`config.mk`:
```
export PLATFORM = sky130hd
export DESIGN_NAME = conta_univ_param
export DESIGN_NICKNAME = d
export VERILOG_FILES = /design/src/rtl/conta_univ_param.sv
export SDC_FILE = /design/constraint.sdc
export NUM_CORES = 1
export LEC_CHECK = 0
export CORE_MARGIN = 5
export CORE_UTILIZATION = 40
export DETAILED_ROUTE_END_ITERATION = 10
export GPL_TIMING_DRIVEN = 0
export PLACE_DENSITY = 0.7
export SLEW_MARGIN = 30
export SYNTH_ARGS = -nofsm -noshare
export SYNTH_HDL_FRONTEND = slang
export SYNTH_SLANG_ARGS = --single-unit
```
`constraint.sdc`:
```
create_clock -name clk -period 2.06 [get_ports clk]
set_input_delay 0.309 -clock clk [delete_from_list [all_inputs] [get_ports clk]]
set_output_delay 0.309 -clock clk [all_outputs]
set_load 0.05 [all_outputs]
```
`src/rtl/conta_univ_param.sv`:
```
`timescale 1ns/1ps
// conta_univ_param
//   Parametrised universal counter: runtime modulus, up/down direction,
//   wrap or saturate at the terminal value, synchronous parallel load.
//   Provides a combinational terminal-count for cascading and a registered
//   one-cycle wrap pulse.
// Ports
//   clk      rising-edge clock
//   reset    asynchronous reset, active-low
//   enable   1 = count this cycle, 0 = hold
//   up_down  1 = up, 0 = down
//   M        modulus (counts 0..M-1); 0 selects the full 2^WIDTH range
//   load     synchronous load of d (wins over enable)
//   d        load value, clamped to the top value
//   sat      0 = wrap at terminal, 1 = saturate at terminal
//   q        registered count
//   tc       combinational terminal count, forced low during reset
//   wrap     registered pulse, high for the cycle after a wrap edge
module conta_univ_param #(
    parameter int unsigned      WIDTH     = 3,
    parameter logic [WIDTH-1:0] RESET_VAL = '0
) (
    input  logic             clk,
    input  logic             reset,
    input  logic             enable,
    input  logic             up_down,
    input  logic [WIDTH-1:0] M,
    input  logic             load,
    input  logic [WIDTH-1:0] d,
    input  logic             sat,
    output logic [WIDTH-1:0] q,
    output logic             tc,
    output logic             wrap
);

    localparam logic [WIDTH-1:0] ONE = WIDTH'(1);

    logic [WIDTH-1:0] top;
    logic [WIDTH-1:0] q_nxt;
    logic             wrap_nxt;
    logic             at_term;

    // M=0 wraps naturally to all-ones, giving the full range.
    always_comb top = M - ONE;

    always_comb at_term = up_down ? (q >= top) : (q == '0);
    always_comb tc      = reset & enable & at_term;

    always_comb begin
        q_nxt    = q;
        wrap_nxt = 1'b0;
        if (load) begin
            q_nxt = (d > top) ? top : d;
        end else if (enable) begin
            if (up_down) begin
                if (q < top) begin
                    q_nxt = q + ONE;
                end else if (!sat) begin
                    q_nxt    = '0;
                    wrap_nxt = 1'b1;
                end else begin
                    // Also pulls an out-of-range q (after M shrank) back to top.
                    q_nxt = top;
                end
            end else begin
                if (q > top) begin
                    // M shrank below q: clamp without signalling a wrap.
                    q_nxt = top;
                end else if (q != '0) begin
                    q_nxt = q - ONE;
                end else if (!sat) begin
                    q_nxt    = top;
                    wrap_nxt = 1'b1;
                end else begin
                    q_nxt = '0;
                end
            end
        end
    end

    always_ff @(posedge clk or negedge reset) begin
        if (!reset) begin
            q    <= RESET_VAL;
            wrap <= 1'b0;
        end else begin
            q    <= q_nxt;
            wrap <= wrap_nxt;
        end
    end

endmodule

```
==> results of run 1 <==
==> path summary, 6_finish.rpt <==
check / from / to / slack [ns] / depth (start not counted)
max in group asynchronous: reset / q[0] / 1.58 / 1
min: reset / q[2] / 0.28 / 1
max reg2reg: q[0] / q[2] / 0.11 / 7
min in group clk: M[0] / q[0] / 0.43 / 4
max: q[0] / tc / 0.02 / 7
min reg2reg: q[1] / q[1] / 0.76 / 3
==> sequential cells by signal, summed over array words and instances, names as in the netlist <==
signal and count:
q 3, wrap 1
==> layer usage <==
layer	global-route usage, %	part of all wire, %	up-vias
met1	19.1	43	353
li1	-	-	381
met3	2.58	4.8	5
met4	8.73	2.4	0
met5	0	0	-
met2	28.7	50	24
==> cell type report <==
cell class / instances / area [um^2] / share of cell area, %
plain buffers: 2 / 16.3 / 1.45
clock buffers: 4 / 26.3 / 2.34
inverters: 8 / 37.5 / 3.34
multi-input cells: 66 / 657 / 58.4
flip-flops and latches: 4 / 104 / 9.23
well taps: 17 / 21.3 / 1.89
repair buffers: 30 / 263 / 23.4
==> per-stage QoR <==
stage	power [mW]	cells	cell area [um^2]
3_3_place_gp	0.603	113	955
4_1_cts	0.822	126	1080
3_5_place_dp	0.613	113	955
6_report	0.857	131	1120
5_1_grt	0.912	131	1120
2_1_floorplan	0.495	81	783
==> synthesized netlist by cell type (3+ instances only) <==
| master | number | area [um^2] |
|---|---|---|
| a211oi_1 | 4 | 30.0 |
| a21oi_1 | 4 | 20.0 |
| dfrtp_1 | 4 | 100 |
| ha_1 | 8 | 100 |
| inv_1 | 8 | 30.0 |
| nand2_1 | 3 | 11.3 |
| nor2_1 | 5 | 18.8 |
| o21ai_0 | 4 | 20.0 |
| o21bai_1 | 3 | 22.5 |
| o31ai_1 | 3 | 22.5 |
==> power groups by stage <==
stage	clock (mW)	combinational [mW]	sequential (mW)
floorplan	0	0.329	0.166
global placement	0	0.477	0.126
detailed placement	0	0.486	0.127
CTS	0.117	0.588	0.117
global route	0.124	0.668	0.120
finish	0.113	0.626	0.118
==> cell families after synthesis <==
kind of cell / Yosys count
compound gates: 35
xor+xnor: 3
fa+ha+maj: 9
buf+inv: 11
flops: 4
mux: 2
simple gates: 17
==> what timing repair did <==
item	CTS	global route
pin swaps	7	8
endpoints found under the hold margin	0	0
endpoints found under the setup margin	5	3
setup buffers	9	6
resized for setup	22	6
==> summary.txt, run 1 <==
Setup path
  • CP arrival: 1.73 ns
  • Crit-path max FO: 4
  • Startpoint types: flop
  • Slowest stage delay, CP: 0.42 ns
  • Worst-path cell with the longest stage delay: dfrtp_2
  • Worst path bufs/invs: 3
  • CP required: between 1.5 and 2 ns
  • Crit path capture type: output port
  • Top delay family on crit path: adder cells
  • Worst path cell trace: inv_4 -> ha_4 -> inv_2 -> maj3_2 -> a21oi_4 -> a311oi_4 -> buf_6
  • Kind of critical path: flop to output port

Clock network
  • CTS Buf Count: 3
  • Sink Count: 4
  • H-tree Lvls: 1
  • Hold-fix buffers, CTS: 0
  • Root Buffer: clkbuf_4
  • CTS tree: built
  • Clock Latency Late Sink: around 0.25 ns
  • CTS Buffer Depth: 2
  • Register clock-pin slew on the reported worst setup and hold paths: approximately 0.040 ns

Floorplan
  • Core ar.: around 1700 um^2
  • Die ar.: roughly 2700 um^2
  • Num rows: 15
  • Die extent in x: about 52 um
  • Num ports: 17
  • Die span in y: roughly 52 um
  • Starting Density: approximately two fifths

Pwr
  • Pwr dens: approximately 760 nW/um^2
  • Reg power frac: between 10% and 20%
  • Gate power share: between 70% and 80%
  • Sw Share: around 45%
  • Net Switching: approximately 380 uW
  • Internal: between 400 and 500 uW
  • Worst VDD drop: 0.338 mV
  • Clock power share: 13.1%
  • Leak: between 0.4 and 0.5 nW

Layout
  • Diode count: 0
  • Area grow syn2layout: 60.5%
  • Nets@finish: ~140
  • Fillers: around 140
  • Most frequent cells in the layout: buf_4 (14), clkdlybuf4s50_1 (11), nor2_1 (5)
  • Share of layout cells above drive strength 1: between 40% and 50%
  • Final core occ: 66.6%
  • Commonest non-fill, non-tap cell in the layout: buf_4

Synthesis
  • Post-synth ARST share: 100%
  • Ys Warns: 0
  • Synth Area in Adders: between 15 and 20%
  • Post-synth EDFFs: 0
  • Syn nets: roughly 100
  • Syn Area/Cell: 8.65 um^2
  • Seq/Total Area, Yosys: between 10% and 20%
  • Yosys cell types: 39
  • Post-synthesis xor/xnor area fraction: under 10%
  • Largest family of logic cells by synthesized area: compound AO/OA/AOI/OAI gates
  • Simple-Gate Fraction of Synth Area: a little over an eighth
  • Multiplexer area fraction after synthesis: 3.04%
  • Ys flop type: dfrtp_1
  • Synth Register Bits: 4
  • Cell Area, Synth: 701 um^2
  • Synth Instances: just over 80
  • Compound-cell area share of the yosys netlist: a little over two fifths

Global routing
  • Initial antenna violation count: 0
  • Gr ovfl total: 0
  • First-pass GRT wire length: 3.29 mm
  • Largest net degree at the start of global routing: 11
  • Total GRT Usage: roughly 16%
  • Vias in the first global route: slightly above 700

Timing
  • Slack of the critical path: 0.0235 ns
  • Unrepaired setup endpoints after global routing: true
  • Final count of negative-setup-slack endpoints: 0
  • Final hold viol count: 0
  • Worst slew pin tran: 0.493 ns
  • Worst hold slack: about 0.28 ns
  • Relative slew slack: 67.0%
  • FMAX: between 400 and 500 MHz
  • Crit share post-route: about 100%
  • Setup_tns: 0 ns
  • Worst-case clock skew: 0.00343 ns
  • Period minus WS final: 2.04 ns
  • Fin. max-slew vios: 0

Routing
  • Routed Antenna Nets: 0
  • Initial DRC count: 14
  • WL/cell: roughly 15 um
  • DR vias: roughly 760
  • Routed WL: 1.99 mm
  • DR vias/cell: between 5 and 6
  • Remaining DRCs: 0
  • Drt pass-1 iters: 4

Placed design
  • Placement Setup Slack: -1.22 ns
  • Hpwl dp: approximately 1.4 mm
  • RD Place Congestion: roughly 0.84
  • PortBufs: 15

Flow run
  • Max-cap violations: 0

Outcome
  • Status: completed

Worst hold path
  • HP Class: input pin to asynchronous set/reset pin
(Power assumes the default switching activity.)
==> run 2, diff against run 1 <==
CORE_UTILIZATION = 44   (was 40)
PLACE_DENSITY = 0.75   (was 0.7)
==> summary.txt, run 2 (synthesized netlist as in run 1, its figures left out) <==
Clock network
  • CTS Buffer Depth: 2
  • Clock Latency Late Sink: 0.25 ns
  • Hold-fix buffers, CTS: 0
  • Register clock-pin slew on the reported worst setup and hold paths: about 0.04 ns
  • CTS Buf Count: 3
  • Root Buffer: clkbuf_4
  • H-tree Lvls: 1
  • Sink Count: 4
  • CTS tree: built

Floorplan
  • Starting Density: ~47%
  • Die ar.: between 2000 and 2500 um^2
  • Die span in y: between 40 and 50 um
  • Num ports: 17
  • Num rows: 14
  • Die extent in x: between 40 and 50 um
  • Core ar.: between 1500 and 2000 um^2

Setup path
  • CP required: between 1.5 and 2 ns
  • Flop2flop setup slack: around 0.13 ns
  • R2R depth: 7
  • Startpoint types: input pin
  • Kind of critical path: input pin to output port
  • Crit-path max FO: 6
  • R2r startpoint: q[2]
  • Crit path capture type: output port
  • CP arrival: between 1.5 and 2 ns
  • Capture point of the worst reg-to-reg path: q[1]

Timing
  • Setup_tns: 0 ns
  • Worst-case clock skew: 0.00403 ns
  • Crit share post-route: 98.8%
  • Final hold viol count: 0
  • Worst slew pin tran: slightly below 0.5 ns
  • FMAX: 491 MHz
  • Fin. max-slew vios: 0
  • Slack of the critical path: roughly 0.025 ns
  • Relative slew slack: 67.2%
  • Final count of negative-setup-slack endpoints: 0
  • Worst hold slack: between 0.2 and 0.3 ns
  • Period minus WS final: 2.03 ns
  • Unrepaired setup endpoints after global routing: true

Layout
  • Finished Layout Cells: about 130
  • Top flop regs: q: 3 flops, wrap: 1 flops
  • Most frequent cells in the layout: buf_4 (15), clkdlybuf4s50_1 (11), nor2_1 (5)
  • Area grow syn2layout: 62.1%
  • Commonest non-fill, non-tap cell in the layout: buf_4
  • Largest reg by FF count: q
  • Share of layout cells above drive strength 1: between 40% and 50%
  • Diode count: 0
  • Max FFs per register: 3
  • Final core occ: ~75%
  • Nets@finish: roughly 140
  • Post-route cell area: about 1100 um^2

Pwr
  • Internal: 485 uW
  • Net Switching: a little under 400 uW
  • Sw Share: 44.8%
  • Clock power share: 13.3%
  • Pwr Total: just under 900 uW
  • Gate power share: between 70% and 80%
  • Worst VDD drop: just under 0.4 mV
  • Pwr dens: between 700 and 800 nW/um^2
  • Reg power frac: between 10% and 20%
  • Leak: approximately 0.46 nW

Routing
  • Initial DRC count: 19
  • WL/cell: 15.4 um
  • Drt pass-1 iters: 4
  • Remaining DRCs: 0
  • Routed WL: slightly above 2 mm
  • Routed Antenna Nets: 0
  • DR vias: about 800
  • DR vias/cell: 6.13

Placed design
  • PortBufs: 15
  • RD Place Congestion: about 0.87
  • Hpwl dp: approximately 1.4 mm
  • Post-Place Cells: 112
  • DP Area: ~950 um^2
  • Placement Setup Slack: -1.20 ns

Global routing
  • First-pass GRT wire length: ~3.3 mm
  • Initial antenna violation count: 0
  • Largest net degree at the start of global routing: 11
  • Gr ovfl total: 0
  • Vias in the first global route: 746
  • Total GRT Usage: between 10% and 20%

Outcome
  • Status: completed

Worst hold path
  • HP Class: input pin to asynchronous set/reset pin

Flow run
  • Max-cap violations: 0
run 2: what timing repair did:
action	CTS	global route
endpoints found under the setup margin	5	4
resized for setup	23	1
setup buffers	9	6
pin swaps	8	5
run 2: power by group through the flow:
stage	clock (mW)	sequential [mW]	combinational (mW)
after floorplan	0	0.166	0.329
after CTS	0.120	0.117	0.584
after global placement	0	0.126	0.475
after detailed placement	0	0.127	0.487
after global routing	0.134	0.115	0.695
final	0.117	0.112	0.650
run 2: worst max-delay path by stage:
stage / startpoint / endpoint / slack (ns) / depth (start not counted)
floorplan: q[0] / tc / -0.02 / 6
CTS: q[0] / tc / 0.008 / 7
detailed placement: M[0] / tc / -1.20 / 8
global route: q[0] / tc / -0.05 / 7
finish: M[2] / tc / 0.03 / 7
global placement: M[0] / tc / -1.17 / 9
run 2: layout make-up:
class / count / area (um^2)
Multi-Input combinational cell: 66 / 664
Timing Repair Buffer: 30 / 259
Fill cell: 119 / 370
Inverter: 8 / 35.0
Buffer: 3 / 27.5
Sequential cell: 4 / 104
Tap cell: 16 / 20.0
Clock buffer: 4 / 26.3
run 2: critical path, stage by stage:
cell and delay, ns:
dlygate4sd2_1 0.29, xnor2_4 0.17, ha_4 0.27, buf_6 0.13, nand3_4 0.07, a311oi_4 0.29, buf_6 0.19
run 2: layer usage:
layer	routed length (um)	part of all wire, %	track usage (%)
met4	61	3.0	10.5
met5	0	0	0
met3	152	7.5	4.22
met1	855	42	19.4
met2	946	47	29.0
==> run 3, diff against run 2 <==
CORE_UTILIZATION = 43   (was 44)
PLACE_DENSITY = 0.77   (was 0.75)
clock period = 1.7 ns   (was 2.06 ns; I/O delays follow)
==> summary.txt, run 3 (synthesized netlist as in run 1, its figures left out) <==
Layout
  • Post-route cell area: 1250 um^2
  • Area of the multi-input gates: a little over 700 um^2
  • Top flop regs: q: 3 flops, wrap: 1 flops
  • Finished Layout Cells: between 100 and 150
  • Nets@finish: around 140
  • Share of layout cells above drive strength 1: a little over half
  • Most frequent cells in the layout: buf_4 (18), clkdlybuf4s50_1 (7), nor2_1 (5), ha_4 (5)
  • Max FFs per register: 3
  • Diode count: 0
  • Commonest non-fill, non-tap cell in the layout: buf_4
  • Area grow syn2layout: 77.9%
  • Largest reg by FF count: q
  • Register area: about 100 um^2
  • Fillers: between 90 and 100

Routing
  • Initial DRC count: 14
  • Routed WL: roughly 2.2 mm
  • DR vias/cell: 5.87
  • DR vias: around 790
  • WL/cell: 16.1 um
  • Remaining DRCs: 0
  • Routed Antenna Nets: 0
  • Drt pass-1 iters: 4

Clock network
  • Clock Latency Late Sink: between 0.2 and 0.25 ns
  • CTS Buf Count: 3
  • H-tree Lvls: 1
  • Root Buffer: clkbuf_4
  • CTS Buffer Depth: 2
  • CTS tree: built
  • Register clock-pin slew on the reported worst setup and hold paths: 0.04 ns
  • Hold-fix buffers, CTS: 0
  • Sink Count: 4

Floorplan
  • Num rows: 14
  • Core ar.: 1520 um^2
  • Die span in y: a little over 50 um
  • Num ports: 17
  • Die extent in x: between 50 and 60 um
  • Die ar.: about 2500 um^2
  • Starting Density: a little under half

Global routing
  • Total GRT Usage: between 10% and 20%
  • Vias in the first global route: approximately 800
  • Largest net degree at the start of global routing: 11
  • First-pass GRT wire length: ~3.4 mm
  • Gr ovfl total: 0
  • Initial antenna violation count: 0

Setup path
  • Startpoint types: flop
  • Worst path cell trace: inv_4 -> ha_4 -> inv_2 -> maj3_2 -> a21oi_4 -> a311oi_4 -> buf_6
  • Crit path capture type: output port
  • Slowest stage delay, CP: 0.42 ns
  • Crit-path max FO: 3
  • CP arrival: between 1.5 and 2 ns
  • Crit path from: q[0]
  • R2r startpoint: q[2]
  • Kind of critical path: flop to output port
  • Top delay family on crit path: adder cells
  • Worst path bufs/invs: 3
  • Worst-path cell with the longest stage delay: dfrtp_2
  • CP required: roughly 1.4 ns

Flow run
  • Max-cap violations: 0

Pwr
  • Pwr dens: a little under 900 nW/um^2
  • Pwr Total: approximately 1.1 mW
  • Leak: 0.505 nW
  • Worst VDD drop: 0.450 mV

Outcome
  • Status: finished, violations left
  • Failing checks: negative setup slack

Timing
  • Setup_tns: -0.831 ns
  • Unrepaired setup endpoints after global routing: true
  • Relative slew slack: 67.3%
  • Worst-case clock skew: approximately 0.0046 ns
  • Fin. max-slew vios: 0
  • Period minus WS final: about 1.9 ns
  • Slack of the critical path: -0.236 ns
  • FMAX: a little over 500 MHz
  • Final count of negative-setup-slack endpoints: 5
  • Crit share post-route: 114%
  • Worst slew pin tran: 0.489 ns
  • Final hold viol count: 0

Placed design
  • Hpwl dp: ~1.5 mm
  • PortBufs: 15
  • DP Area: around 980 um^2
  • Post-Place Cells: between 100 and 150
  • RD Place Congestion: around 0.82

Worst hold path
  • HP Class: input pin to asynchronous set/reset pin
==> run 3: per-layer routing <==
layer  up-vias  track usage [%]  routed length (um)
met5         -                0                   0
met4         0             7.66                  25
met3         4             1.18                  86
met2        24             34.7                1180
met1       370             16.7                 863
li1        388                -                   -
==> run 3: where the power goes <==
group	total, mW	switching [mW]	internal, mW
Combinational	0.826	0.422	0.404
Clock	0.126	0.0384	0.0880
Sequential	0.140	0.0254	0.115
==> run 3: repair_timing <==
item | CTS | global route
setup endpoints to repair | 8 | 5
setup buffers | 15 | 4
resized for setup | 37 | 8
pin swaps | 12 | 7
==> run 3: cell type report <==
class	count	share of cell area (%)
Sequential cell	4	8.33
Inverter	8	4.02
Tap cell	16	1.61
Multi-Input combinational cell	66	57.6
Timing Repair Buffer	34	25.0
Clock buffer	4	2.11
Buffer	2	1.31
==> run 3: per-stage QoR <==
stage	utilization (%)	hold slack (ns)	worst slack, ns
floorplan	-	-0.0406	-0.322
global placement	64.5	0.480	-1.55
detailed placement	64.5	0.482	-1.58
CTS	78.3	0.227	-0.279
global route	81.8	0.249	-0.296
finish	81.8	0.247	-0.236
==> run 3: worst paths after layout <==
| kind | slack (ns) | cells after the start | endpoint |
|---|---|---|---|
| max in group asynchronous | 1.24 | 1 | q[0] |
| setup reg to reg | -0.16 | 7 | q[0] |
| hold reg to reg | 0.76 | 3 | q[1] |
| min in group clk | 0.46 | 3 | wrap |
| setup / recovery | -0.24 | 7 | tc |
| hold / removal | 0.25 | 1 | q[1] |
